===== src/rtl/cla_pkg.sv =====
// Shared constants and helpers for the carry-look-ahead subtractor.
// Latency: none (definitions only).
// Backpressure: not applicable.
package cla_pkg;

  localparam int CLA_GROUP     = 4;
  localparam int CLA_WIDTH_DEF = 16;
  localparam int CLA_SPLIT_DEF = 8;
  // Widest slice is_zero() accepts; callers zero-extend narrower slices.
  localparam int CLA_ZW        = 64;

  function automatic logic is_zero(input logic [CLA_ZW-1:0] v);
    return (v == '0);
  endfunction

endpackage


===== src/rtl/cla_block4.sv =====
// 4-bit generate/propagate adder cell with group generate/propagate outputs.
// Latency: combinational.
// Backpressure: not applicable.
module cla_block4
  import cla_pkg::*;
(
  input  logic [CLA_GROUP-1:0] a,
  input  logic [CLA_GROUP-1:0] b,
  input  logic                 cin,
  output logic [CLA_GROUP-1:0] sum,
  output logic                 grp_g,
  output logic                 grp_p
);

  logic [CLA_GROUP-1:0] gen;
  logic [CLA_GROUP-1:0] prop;
  logic [CLA_GROUP-1:0] carry;

  assign gen  = a & b;
  assign prop = a ^ b;

  // Carries flattened so no bit waits on a ripple inside the cell.
  assign carry[0] = cin;
  assign carry[1] = gen[0] | (prop[0] & cin);
  assign carry[2] = gen[1] | (prop[1] & gen[0]) | (prop[1] & prop[0] & cin);
  assign carry[3] = gen[2] | (prop[2] & gen[1]) | (prop[2] & prop[1] & gen[0])
                  | (prop[2] & prop[1] & prop[0] & cin);

  assign sum = prop ^ carry;

  // Group terms deliberately exclude cin so the look-ahead unit sees no loop.
  assign grp_g = gen[3] | (prop[3] & gen[2]) | (prop[3] & prop[2] & gen[1])
               | (prop[3] & prop[2] & prop[1] & gen[0]);
  assign grp_p = &prop;

endmodule


===== src/rtl/cla_group_adder.sv =====
// W-bit adder built from 4-bit CLA cells joined by a flattened group look-ahead unit.
// Latency: combinational.
// Backpressure: not applicable.
module cla_group_adder
  import cla_pkg::*;
#(
  parameter int W = 8
) (
  input  logic [W-1:0] a,
  input  logic [W-1:0] b,
  input  logic         cin,
  output logic [W-1:0] sum,
  output logic         cout
);

  localparam int NG = W / CLA_GROUP;

  logic [NG-1:0] grp_g;
  logic [NG-1:0] grp_p;
  logic [NG:0]   gc;
  logic          term_p;
  logic          carry;

  for (genvar gi = 0; gi < NG; gi++) begin : g_blk
    cla_block4 u_blk (
      .a     (a[gi*CLA_GROUP +: CLA_GROUP]),
      .b     (b[gi*CLA_GROUP +: CLA_GROUP]),
      .cin   (gc[gi]),
      .sum   (sum[gi*CLA_GROUP +: CLA_GROUP]),
      .grp_g (grp_g[gi]),
      .grp_p (grp_p[gi])
    );
  end

  // gc[k+1] = G[k] | P[k]G[k-1] | ... | P[k..0]cin, each as a two-level AND-OR.
  always_comb begin
    gc     = '0;
    term_p = 1'b0;
    carry  = 1'b0;
    gc[0]  = cin;
    for (int k = 0; k < NG; k++) begin
      carry  = 1'b0;
      term_p = 1'b1;
      for (int j = NG - 1; j >= 0; j--) begin
        if (j <= k) begin
          carry  = carry | (term_p & grp_g[j]);
          term_p = term_p & grp_p[j];
        end
      end
      gc[k+1] = carry | (term_p & cin);
    end
  end

  assign cout = gc[NG];

endmodule


===== src/rtl/cla_subtractor_pipe.sv =====
// Two-stage pipelined A - B - Bin via A + ~B + ~Bin on CLA groups, with borrow/overflow/zero flags.
// Latency: 2 cycles from input accept to out_valid when out_ready is held high.
// Backpressure: valid/ready both sides, in_ready combinational from out_ready, no skid buffer.
module cla_subtractor_pipe
  import cla_pkg::*;
#(
  parameter int WIDTH = CLA_WIDTH_DEF,
  parameter int SPLIT = CLA_SPLIT_DEF
) (
  input  logic             clk,
  input  logic             rst,
  input  logic             in_valid,
  output logic             in_ready,
  input  logic [WIDTH-1:0] A,
  input  logic [WIDTH-1:0] B,
  input  logic             Bin,
  output logic             out_valid,
  input  logic             out_ready,
  output logic [WIDTH-1:0] Diff,
  output logic             Bout,
  output logic             Ovf,
  output logic             Zero
);

  localparam int HI = WIDTH - SPLIT;

  logic             s1_vld_q, s1_vld_d;
  logic             s2_vld_q, s2_vld_d;
  logic [SPLIT-1:0] s1_lo_q, s1_lo_d;
  logic             s1_c_q, s1_c_d;
  logic [HI-1:0]    s1_a_hi_q, s1_a_hi_d;
  logic [HI-1:0]    s1_b_hi_q, s1_b_hi_d;
  logic             s1_a_msb_q, s1_a_msb_d;
  logic             s1_b_msb_q, s1_b_msb_d;
  logic [WIDTH-1:0] diff_q, diff_d;
  logic             bout_q, bout_d;
  logic             ovf_q, ovf_d;
  logic             zero_q, zero_d;

  logic             s1_adv, s2_adv;
  logic             s1_load, s2_load;
  logic [SPLIT-1:0] b_lo_n;
  logic [SPLIT-1:0] lo_sum;
  logic             lo_cout;
  logic [HI-1:0]    b_hi_n;
  logic [HI-1:0]    hi_sum;
  logic             hi_cout;

  assign s2_adv   = !s2_vld_q || out_ready;
  assign s1_adv   = !s1_vld_q || s2_adv;
  assign in_ready = s1_adv;
  assign s1_load  = in_valid && s1_adv;
  assign s2_load  = s1_vld_q && s2_adv;

  assign b_lo_n = ~B[SPLIT-1:0];
  assign b_hi_n = ~s1_b_hi_q;

  cla_group_adder #(.W(SPLIT)) u_lo (
    .a    (A[SPLIT-1:0]),
    .b    (b_lo_n),
    .cin  (~Bin),
    .sum  (lo_sum),
    .cout (lo_cout)
  );

  cla_group_adder #(.W(HI)) u_hi (
    .a    (s1_a_hi_q),
    .b    (b_hi_n),
    .cin  (s1_c_q),
    .sum  (hi_sum),
    .cout (hi_cout)
  );

  always_comb begin
    s1_vld_d   = s1_adv ? in_valid : s1_vld_q;
    s2_vld_d   = s2_adv ? s1_vld_q : s2_vld_q;
    s1_lo_d    = s1_lo_q;
    s1_c_d     = s1_c_q;
    s1_a_hi_d  = s1_a_hi_q;
    s1_b_hi_d  = s1_b_hi_q;
    s1_a_msb_d = s1_a_msb_q;
    s1_b_msb_d = s1_b_msb_q;
    diff_d     = diff_q;
    bout_d     = bout_q;
    ovf_d      = ovf_q;
    zero_d     = zero_q;

    if (s1_load) begin
      s1_lo_d    = lo_sum;
      s1_c_d     = lo_cout;
      s1_a_hi_d  = A[WIDTH-1:SPLIT];
      s1_b_hi_d  = B[WIDTH-1:SPLIT];
      s1_a_msb_d = A[WIDTH-1];
      s1_b_msb_d = B[WIDTH-1];
    end

    // A carry out of A + ~B + ~Bin means no borrow was needed.
    if (s2_load) begin
      diff_d = {hi_sum, s1_lo_q};
      bout_d = ~hi_cout;
      ovf_d  = (s1_a_msb_q != s1_b_msb_q) && (hi_sum[HI-1] != s1_a_msb_q);
      zero_d = is_zero(CLA_ZW'(s1_lo_q)) && is_zero(CLA_ZW'(hi_sum));
    end
  end

  always_ff @(posedge clk or posedge rst) begin
    if (rst) begin
      s1_vld_q   <= 1'b0;
      s2_vld_q   <= 1'b0;
      s1_lo_q    <= '0;
      s1_c_q     <= 1'b0;
      s1_a_hi_q  <= '0;
      s1_b_hi_q  <= '0;
      s1_a_msb_q <= 1'b0;
      s1_b_msb_q <= 1'b0;
      diff_q     <= '0;
      bout_q     <= 1'b0;
      ovf_q      <= 1'b0;
      zero_q     <= 1'b0;
    end else begin
      s1_vld_q   <= s1_vld_d;
      s2_vld_q   <= s2_vld_d;
      s1_lo_q    <= s1_lo_d;
      s1_c_q     <= s1_c_d;
      s1_a_hi_q  <= s1_a_hi_d;
      s1_b_hi_q  <= s1_b_hi_d;
      s1_a_msb_q <= s1_a_msb_d;
      s1_b_msb_q <= s1_b_msb_d;
      diff_q     <= diff_d;
      bout_q     <= bout_d;
      ovf_q      <= ovf_d;
      zero_q     <= zero_d;
    end
  end

  assign out_valid = s2_vld_q;
  assign Diff      = diff_q;
  assign Bout      = bout_q;
  assign Ovf       = ovf_q;
  assign Zero      = zero_q;

endmodule


===== config.mk =====
export PLATFORM = sky130hd
export DESIGN_NAME = cla_subtractor_pipe
export DESIGN_NICKNAME = d
export VERILOG_FILES = /design/src/rtl/cla_pkg.sv /design/src/rtl/cla_block4.sv /design/src/rtl/cla_group_adder.sv /design/src/rtl/cla_subtractor_pipe.sv
export SDC_FILE = /design/constraint.sdc
export NUM_CORES = 1
export LEC_CHECK = 0
export CAP_MARGIN = 0
export CORE_UTILIZATION = 40
export DETAILED_ROUTE_END_ITERATION = 7
export HOLD_SLACK_MARGIN = 0.05
export MAX_ROUTING_LAYER = met4
export PLACE_DENSITY = 0.66
export SLEW_MARGIN = 40
export SYNTH_ARGS = -nofsm -noshare
export SYNTH_HDL_FRONTEND = slang
export SYNTH_SLANG_ARGS = --single-unit

===== constraint.sdc =====
create_clock -name clk -period 3.1 [get_ports clk]
set_input_delay 0.465 -clock clk [delete_from_list [all_inputs] [get_ports clk]]
set_output_delay 0.465 -clock clk [all_outputs]
set_load 0.01 [all_outputs]

==> flow_metrics.tcl, run 1 <==
set metrics [dict create \
    outcome "completed" \
    die_y_um 80.5 \
    synth_top_area_cell "dfrtp_1" \
    syn_to_final_growth_pct 30.5 \
    p_leak_uw 0.00145 \
    ant_nets 0 \
    finalCriticalPeriod_ps 2380 \
    maxCapViolCount 0 \
    clk_latency_ps 300 \
    p_seq_share_pct 42.2 \
    yosysWarnings 0 \
    min_path_type "register to register" \
    hold_viol_final 0 \
    switching_share_pct 32.1 \
    portBuffers 57 \
    crit_type "register to register" \
    cp-startpoint "s1_a_hi_q[3]$_DFFE_PP0P_" \
    gr-usage-all-layers_pct 16.3 \
    via_count 1793 \
    nets 341 \
    drt_iter0_markers 58 \
    yosysUniqueCellTypes 38 \
    tns_ps 0 \
    crit_fanout 5 \
    firstDrtPassIters 4 \
    grt_pass1_vias 1719 \
    fill_cells 553 \
    num_rows 28 \
    cts_buffer_depth 2 \
    hold_depth 2 \
    ios 58 \
    finalMaxSlewViolations 0 \
    die_area_sq_um 6480 \
    crit_path_start_kind "register" \
    clkSinkCount 46 \
    clock_power_share_pct 18.7 \
    postSynthAreaPerCell_sq_um 11.0 \
    initial_utilization_pct 41.6 \
    place_inst 352 \
    fin_crit_sh_pct 76.9 \
    rsz0062_at_grt "false" \
    grt_max_degree 47 \
    cp.arrival_ps 2580 \
    whs_endpoint "Diff[11]$_DFFE_PP0P_" \
    htree_levels 2 \
    gp_congestion 0.802 \
    grt_overflow 0 \
    fin_cells 360 \
    synth-seq-cells 46 \
    cp.required_ps 3300 \
    synth_area_leaders "dfrtp_1, mux2_2, ha_1" \
    r2r_cells 8 \
    cts_tree "yes" \
    pwr-share-comb_pct 39.1 \
    finalClockSkew_ps 6.16 \
    cts_buffers 5 \
    drive_gt1_share_pct 13.0 \
    wire_per_inst_um 12.7 \
    p_int_uw 1350 \
    seq_area_frac_synth_pct 46.7 \
    r2r_setup_slack_ps 720 \
    p_switching_uw 640 \
    postSynthCellCount 223 \
    syn-num-nets 280 \
    antenna_found_initial 0 \
    path_clk_slew_ps 80 \
    p_per_area_nw_per_um2 620 \
    drc 0 \
    setup_viol 0 \
    cts_root_buf "clkbuf_8" \
    r2r-start "s1_a_hi_q[3]$_DFFE_PP0P_" \
    fmax_mhz 420 \
    synth_area_sq_um 2460 \
    wl_um 4560 \
    cts_setup_buffers 0 \
    end_kind "register" \
    yosysTopAreaCellShare_pct 46.7 \
    cts-hold-fix-buffers 0 \
    reg2reg_to "Zero$_DFFE_PP0P_" \
    post_cts_resize_count 0 \
    worst_slew_pin_slew_ps 698 \
    grt_pass1_wl_um 7790 \
    synth-edff-count 0 \
    synthFlopType "dfrtp_1" \
    irDropWorstVdd_uv 283 \
    antenna_cells 0 \
    die_w_um 80.5 \
    relSlewSlack_pct 53.3 \
    vias_per_cell 4.98 \
    async_reset_ff_share_pct 100 \
    hpwl_um 3580 \
    hp-start "Diff[11]$_DFFE_PP0P_" \
    core_area_sq_um 5920 \
]
critical path, cell delays in order (launching register included):
cell     delay (ps)
dfrtp_1         380
ha_1            350
and3_1          190
a22oi_2         120
nor2b_1         160
fa_1            510
nor4b_1         230
nand4_1         150
o41ai_2         200
power groups by stage:
stage	registers [uW]	clock network (uW)	logic (uW)
2_1_floorplan	878	0	411
3_3_place_gp	852	0	765
3_5_place_dp	860	0	788
4_1_cts	847	383	791
5_1_grt	862	410	864
6_report	842	374	779
cell usage after synthesis, types with 5 or more instances:
| library cell | number |
|---|---|
| nor3_1 | 8 |
| o21a_1 | 5 |
| ha_1 | 16 |
| nand2_1 | 22 |
| o21ai_0 | 14 |
| o31ai_1 | 7 |
| nand2b_1 | 5 |
| mux2_2 | 23 |
| xor2_1 | 8 |
| dfrtp_1 | 46 |
| inv_1 | 23 |
cell families (layout without fill, tap and decap cells):
group	Yosys count	count (layout)	synth area share, %
AOI/OAI and AO/OA	46	46	13.4
xor gates and xnor gates	9	9	3.20
adders and majority gates	20	20	11.4
buffers and inverters	28	90	4.42
DFF	46	46	46.7
muxes	25	25	11.4
and+or+nand+nor	49	49	9.45
per-stage QoR:
| step | area, sq um | setup WS, ps | total power (uW) | hold slack, ps | utilization (%) |
|---|---|---|---|---|---|
| 6_report | 3210 | 717 | 1990 | 484 | 54.3 |
| 5_1_grt | 3210 | 578 | 2140 | 521 | 54.3 |
| 4_1_cts | 3210 | 692 | 2020 | 493 | 54.3 |
| 3_5_place_dp | 3120 | 517 | 1650 | 475 | 52.7 |
| 3_3_place_gp | 3120 | 535 | 1620 | 464 | 52.7 |
| 2_1_floorplan | 2460 | 905 | 1290 | 465 | - |
how the worst max path moves through the flow:
stage                        endpoint  slack [ps]
2_1_floorplan        Zero$_DFFE_PP0P_         900
3_3_place_gp   s1_lo_q[4]$_DFFE_PP0P_         540
3_5_place_dp   s1_lo_q[4]$_DFFE_PP0P_         520
4_1_cts              Zero$_DFFE_PP0P_         690
5_1_grt              Zero$_DFFE_PP0P_         580
6_report             Zero$_DFFE_PP0P_         720
layout by cell type (no fill, tap or decap), drive strengths merged, types with 2 or more instances in the layout:
| cell type | instances |
|---|---|
| clkdlybuf4s50 | 57 |
| dfrtp | 46 |
| mux2 | 25 |
| inv | 23 |
| nand2 | 22 |
| o21ai | 17 |
| ha | 16 |
| xor2 | 8 |
| nor3 | 8 |
| o31ai | 7 |
| clkbuf | 7 |
| nand2b | 5 |
| o21a | 5 |
| a21oi | 4 |
| nor2 | 4 |
| fa | 4 |
| nor2b | 3 |
| a21o | 2 |
| nand3 | 2 |
| buf | 2 |
sequential cells by signal (all words and copies together) (netlist names):
signal     count
s1_lo_q        8
Diff          16
out_valid      1
Zero           1
s1_b_hi_q      8
s1_a_hi_q      8
Ovf            1
s1_vld_q       1
Bout           1
s1_c_q         1
per-layer routing:
layer | wire length, um | GRT usage, % | vias to the layer above
li1 | - | - | 901
met1 | 2220 | 21.9 | 849
met2 | 2130 | 24.3 | 37
met3 | 176 | 3.75 | 6
met4 | 33 | 4.82 | 0
met5 | 0 | - | -
final cells by class:
cell class              count  area [sq um]  share of cell area (%)
multi-input cells         149          1200                    37.4
clock inverters             1          5.00                   0.156
clock buffers               7          86.3                    2.69
well taps                  75          93.8                    2.92
repair buffers             59           586                    18.2
flip-flops and latches     46          1150                    35.8
inverters                  23          88.8                    2.76
Power figures use the tool's default switching activity.
==> run 2, diff against run 1 <==
--- a/config.mk
+++ b/config.mk
@@ -10,7 +10,7 @@
 export DETAILED_ROUTE_END_ITERATION = 7
 export HOLD_SLACK_MARGIN = 0.05
 export MAX_ROUTING_LAYER = met4
-export PLACE_DENSITY = 0.66
+export PLACE_DENSITY = 0.69
 export SLEW_MARGIN = 40
 export SYNTH_ARGS = -nofsm -noshare
 export SYNTH_HDL_FRONTEND = slang
==> constraint.sdc (replaced) <==
create_clock -name clk -period 1.9 [get_ports clk]
set_input_delay 0.285 -clock clk [delete_from_list [all_inputs] [get_ports clk]]
set_output_delay 0.285 -clock clk [all_outputs]
set_load 0.01 [all_outputs]
==> run 2 against run 1 <==
Non-clock buffer count rose by 28. Largest cell class unchanged. Via count increased by 6.2%. Combinational power increased by 96%. The flow now finishes with violations (setup timing).
==> flow_metrics.tcl, run 2 (same netlist as run 1, synthesis figures left out) <==
set metrics [dict create \
    fmax_mhz 454 \
    violations "setup timing" \
    clkSinkCount 46 \
    reg2reg_to "Zero$_DFFE_PP0P_" \
    final_common_cell "clkdlybuf4s50_1" \
    fin_crit_sh_pct 116 \
    clk_latency_ps 300 \
    p_per_area_nw_per_um2 1000 \
    finalMaxSlewViolations 0 \
    gr-usage-all-layers_pct 17.4 \
    core_area_sq_um 5920 \
    initial_utilization_pct 41.6 \
    antenna_cells 0 \
    firstDrtPassIters 4 \
    die_area_sq_um 6480 \
    min_path_type "primary input to asynchronous set/reset pin" \
    wl_um 4960 \
    irDropWorstVdd_uv 562 \
    gp_congestion 0.776 \
    num_rows 28 \
    via_count 1904 \
    setup_viol 1 \
    drive_gt1_share_pct 27.2 \
    place_area_sq_um 3410 \
    antenna_found_initial 0 \
    crit_slowest_cell "fa_1" \
    final_area_sq_um 3620 \
    syn_to_final_growth_pct 47.0 \
    vias_per_cell 4.91 \
    power_uw 3630 \
    r2r-start "s1_a_hi_q[1]$_DFFE_PP0P_" \
    crit_path_start_kind "register" \
    rsz0062_at_grt "true" \
    ant_nets 0 \
    cts-hold-fix-buffers 0 \
    path_cells "ha_4, and3_1, a22oi_2, nor2b_4, fa_1, nor4b_4, nand4_1, o41ai_2" \
    end_kind "register" \
    grt_max_degree 47 \
    largest_register_ffs 16 \
    ios 58 \
    finalCriticalPeriod_ps 2200 \
    r2r_cells 8 \
    crit_type "register to register" \
    grt_overflow 0 \
    p_leak_uw 0.00163 \
    path_clk_slew_ps 90 \
    htree_levels 2 \
    die_y_um 80.5 \
    grt_pass1_vias 1870 \
    tns_ps -303 \
    drc 0 \
    wire_per_inst_um 12.8 \
    outcome "finished with violations" \
    cp.required_ps 2110 \
    cts_root_buf "clkbuf_8" \
    cts_buffer_depth 2 \
    cts_tree "yes" \
    crit_fanout 2 \
    r2r_setup_slack_ps -300 \
    hpwl_um 3700 \
    drt_iter0_markers 63 \
    die_w_um 80.5 \
    cts_buffers 5 \
    relSlewSlack_pct 73.0 \
    finish.utilization_pct 61.2 \
    finalClockSkew_ps 9.31 \
    most-common-layout-cells "clkdlybuf4s50_1, dfrtp_1, buf_4" \
    nets 369 \
    portBuffers 57 \
    grt_pass1_wl_um 8350 \
    worst_slew_pin_slew_ps 401 \
    hold_viol_final 0 \
    maxCapViolCount 0 \
    pre_cts_ws_ps -471 \
    fin_ws_ps -303 \
    cp.arrival_ps 2410 \
    crit_path_max_incr_delay_ps 510 \
]
## run 2: changes by cell type in the layout (fill, tap and decap cells not counted), moves of 2 or more
cell	change
buf_12	+3
ha_4	+7
buf_4	+25
nor2b_2	+2
o21ai_1	+3
nor2b_1	-3
inv_1	-2
o21ai_0	-5
clkdlybuf4s50_1	-2
inv_2	+3
o21ai_2	+2
ha_1	-7
## run 2: power by group
group / internal [uW] / switching, uW / total [uW]
combinational: 885 / 643 / 1530
clock: 387 / 332 / 720
sequential: 1220 / 162 / 1380
total: 2490 / 1140 / 3630
## run 2: timing repair
| action | 4_1_cts | 5_1_grt |
|---|---|---|
| setup buffers | 1 | 2 |
| resized for setup | 7 | 16 |
| cloned | 0 | 0 |
| pin swaps | 6 | 11 |
| setup endpoints to repair | 9 | 11 |
## run 2: cell type report
cell class | instances | area [sq um]
flip-flops and latches | 46 | 1150
clock buffers | 5 | 68.8
repair buffers | 87 | 832
multi-input cells | 149 | 1350
fillers | 504 | 2300
well taps | 75 | 93.8
inverters | 23 | 86.3
clock inverters | 3 | 40.0
## run 2: worst max path at each step
stage,start,end,slack [ps],depth (start not counted)
floorplan,s1_a_hi_q[1]$_DFFE_PP0P_,Zero$_DFFE_PP0P_,-230,8
global placement,B[0],s1_c_q$_DFFE_PP0P_,-440,9
detailed placement,B[0],s1_lo_q[4]$_DFFE_PP0P_,-470,8
CTS,s1_a_hi_q[2]$_DFFE_PP0P_,Zero$_DFFE_PP0P_,-290,8
global route,s1_a_hi_q[0]$_DFFE_PP0P_,Zero$_DFFE_PP0P_,-480,8
finish,s1_a_hi_q[1]$_DFFE_PP0P_,Zero$_DFFE_PP0P_,-300,8
## run 2: per-layer routing
metal | GRT usage, % | part of all wire, % | up-vias
li1 | - | - | 951
met1 | 21.7 | 46 | 915
met2 | 28.6 | 50 | 32
met3 | 3.41 | 3.1 | 6
met4 | 4.82 | 1.2 | 0
met5 | - | 0 | -
## run 2: per-stage QoR
| stage | cells | hold slack [ps] |
|---|---|---|
| final | 388 | 324 |
| after global placement | 378 | 463 |
| after CTS | 387 | 341 |
| after floorplan | 223 | 393 |
| after detailed placement | 378 | 470 |
| after global routing | 388 | 353 |
## run 2: critical path: cells and delay by family (launching register included)
| kind | cells | cell delay [ps] |
|---|---|---|
| adder cells (fa/ha/maj) | 2 | 790 |
| AO/OA/AOI/OAI | 2 | 280 |
| AND/OR/NAND/NOR | 4 | 640 |
| flip-flops | 1 | 410 |
==> run 3, diff against run 2 <==
--- a/config.mk
+++ b/config.mk
@@ -6,11 +6,10 @@
 export NUM_CORES = 1
 export LEC_CHECK = 0
 export CAP_MARGIN = 0
-export CORE_UTILIZATION = 40
+export CORE_UTILIZATION = 30
 export DETAILED_ROUTE_END_ITERATION = 7
 export HOLD_SLACK_MARGIN = 0.05
 export MAX_ROUTING_LAYER = met4
-export PLACE_DENSITY = 0.69
 export SLEW_MARGIN = 40
 export SYNTH_ARGS = -nofsm -noshare
 export SYNTH_HDL_FRONTEND = slang
==> constraint.sdc (replaced) <==
create_clock -name clk -period 1.9 [get_ports clk]
set_input_delay 0.57 -clock clk [delete_from_list [all_inputs] [get_ports clk]]
set_output_delay 0.57 -clock clk [all_outputs]
set_load 0.01 [all_outputs]
==> run 3 against run 2 <==
Hold slack gained 160 ps. Sequential power is essentially flat. Utilization shrank 13 points. Setup slack lost 42 ps. The flow still finishes with violations (setup timing). Via count grew 1.8%. Critical endpoint unchanged. First-iteration DRC count shrank 44%. Clock skew shrank 5.7 ps. Die area grew 32%. Largest power group unchanged.
==> flow_metrics.tcl, run 3 (same netlist as run 1, synthesis figures left out) <==
set metrics [dict create \
    critPathTopFamily "adder cells" \
    nets 376 \
    crit_type "register to register" \
    num_rows 32 \
    maxCapViolCount 0 \
    crit_slowest_cell "fa_1" \
    fin_crit_sh_pct 118 \
    finalMaxSlewViolations 0 \
    power_uw 3670 \
    clock_power_share_pct 19.3 \
    path_cells "ha_4, and3_4, a22oi_2, nor2b_4, fa_1, nor4b_4, nand4_1, o41ai_2" \
    cp.arrival_ps 2440 \
    violations "setup timing" \
    end_kind "register" \
    crit_path_max_incr_delay_ps 530 \
    min_path_type "register to register" \
    grt_max_degree 47 \
    via_count 1939 \
    final_common_cell "dfrtp_1" \
    ios 58 \
    irDropWorstVdd_uv 380 \
    htree_levels 2 \
    fin_ws_ps -345 \
    p_per_area_nw_per_um2 974 \
    largest_register_ffs 16 \
    gp_congestion 0.789 \
    setup_viol 2 \
    die_area_sq_um 8580 \
    clkSinkCount 46 \
    finalClockSkew_ps 3.66 \
    multi_input_area_sq_um 1410 \
    portBuffers 57 \
    wire_per_inst_um 12.3 \
    antenna_cells 0 \
    p_leak_uw 0.00169 \
    fill_cells 755 \
    grt_pass1_wl_um 8810 \
    path_clk_slew_ps 80 \
    p_seq_share_pct 37.7 \
    rsz0062_at_grt "true" \
    crit_fanout 2 \
    whs_ps 480 \
    finish.utilization_pct 48.0 \
    relSlewSlack_pct 74.6 \
    cts_root_buf "clkbuf_8" \
    clk_latency_ps 290 \
    die_w_um 92.6 \
    outcome "finished with violations" \
    cp.required_ps 2100 \
    grt_pass1_vias 1929 \
    cts_buffers 5 \
    path_buf_inv 0 \
    most-common-layout-cells "dfrtp_1, clkdlybuf4s50_1, buf_4" \
    gr-usage-all-layers_pct 13.4 \
    fmax_mhz 445 \
    p_int_uw 2530 \
    wl_um 5180 \
    drive_gt1_share_pct 33.1 \
    die_y_um 92.6 \
    drt_iter0_markers 35 \
    syn_to_final_growth_pct 53.0 \
    pwr-share-comb_pct 43.0 \
    regArea_sq_um 1150 \
    p_switching_uw 1140 \
    firstDrtPassIters 4 \
    switching_share_pct 31.1 \
    core_area_sq_um 7850 \
    crit_path_start_kind "register" \
    hpwl_um 4100 \
    initial_utilization_pct 31.4 \
    final_area_sq_um 3770 \
    cts_buffer_depth 2 \
    place_area_sq_um 3530 \
    antenna_found_initial 0 \
    worst_slew_pin_slew_ps 378 \
    cts_tree "yes" \
    drc 0 \
    vias_per_cell 4.59 \
    tns_ps -397 \
    grt_overflow 0 \
    finalCriticalPeriod_ps 2250 \
    hold_viol_final 0 \
    ant_nets 0 \
]
==> run 3: cell count changes in the layout (fill, tap and decap cells not counted), sizes merged <==
cell | previous run | this run
clkdlybuf4s50 | 55 | 42
clkdlybuf4s15 | 1 | 0
clkinvlp | 0 | 1
clkbuf | 5 | 8
dlymetal6s2s | 0 | 2
buf | 30 | 38
dlygate4sd2 | 1 | 10
clkinv | 2 | 0
==> run 3: repair_timing <==
action | 4_1_cts | 5_1_grt
hold buffers | 0 | 0
resized for setup | 39 | 14
setup endpoints to repair | 14 | 13
buffers inserted | 2 | 2
pin swaps | 13 | 12
==> run 3: metrics by stage <==
step                worst slack, ps  instances
global route                   -449        422
global placement               -790        411
detailed placement             -835        411
finish                         -345        422
CTS                            -389        421
floorplan                      -227        223
==> run 3: per-layer routing <==
metal  vias to the layer above  part of all wire, %  GRT usage [%]
met5                         -                    0              -
met4                         0                  1.0           3.85
met3                         4                  2.8           2.63
met2                        29                   52           23.1
met1                       936                   45           15.9
li1                        970                    -              -
==> run 3: layout make-up <==
cell class | count | area share [%]
clock buffer | 6 | 1.93
multi-input combinational | 149 | 37.5
tap | 102 | 3.39
timing repair buffer | 94 | 23.1
clock inverter | 2 | 0.996
inverter | 23 | 2.62
sequential | 46 | 30.5
==> run 3: power by group through the flow <==
stage	clock, uW	sequential, uW	combinational, uW
5_1_grt	774	1420	1740
2_1_floorplan	0	1440	716
3_5_place_dp	0	1410	1490
3_3_place_gp	0	1400	1460
6_report	708	1390	1580
4_1_cts	741	1390	1540
==> run 3: worst paths after layout <==
path	start	endpoint	slack, ps	cells after the start
worst max register to register	s1_a_hi_q[1]$_DFFE_PP0P_	Zero$_DFFE_PP0P_	-350	8
min in group asynchronous	rst	Diff[0]$_DFFE_PP0P_	620	3
worst min-delay path	Diff[10]$_DFFE_PP0P_	Diff[10]$_DFFE_PP0P_	480	2
worst min register to register	Diff[10]$_DFFE_PP0P_	Diff[10]$_DFFE_PP0P_	480	2
max in group asynchronous	rst	s1_b_hi_q[2]$_DFFE_PP0P_	1060	3
worst max-delay path	s1_a_hi_q[1]$_DFFE_PP0P_	Zero$_DFFE_PP0P_	-350	8
==> run 3: worst min-delay path: cells and delay by family (launching register included) <==
family          cells  cell delay (ps)
compound gates      1               50
simple gates        1               40
flops               1              350
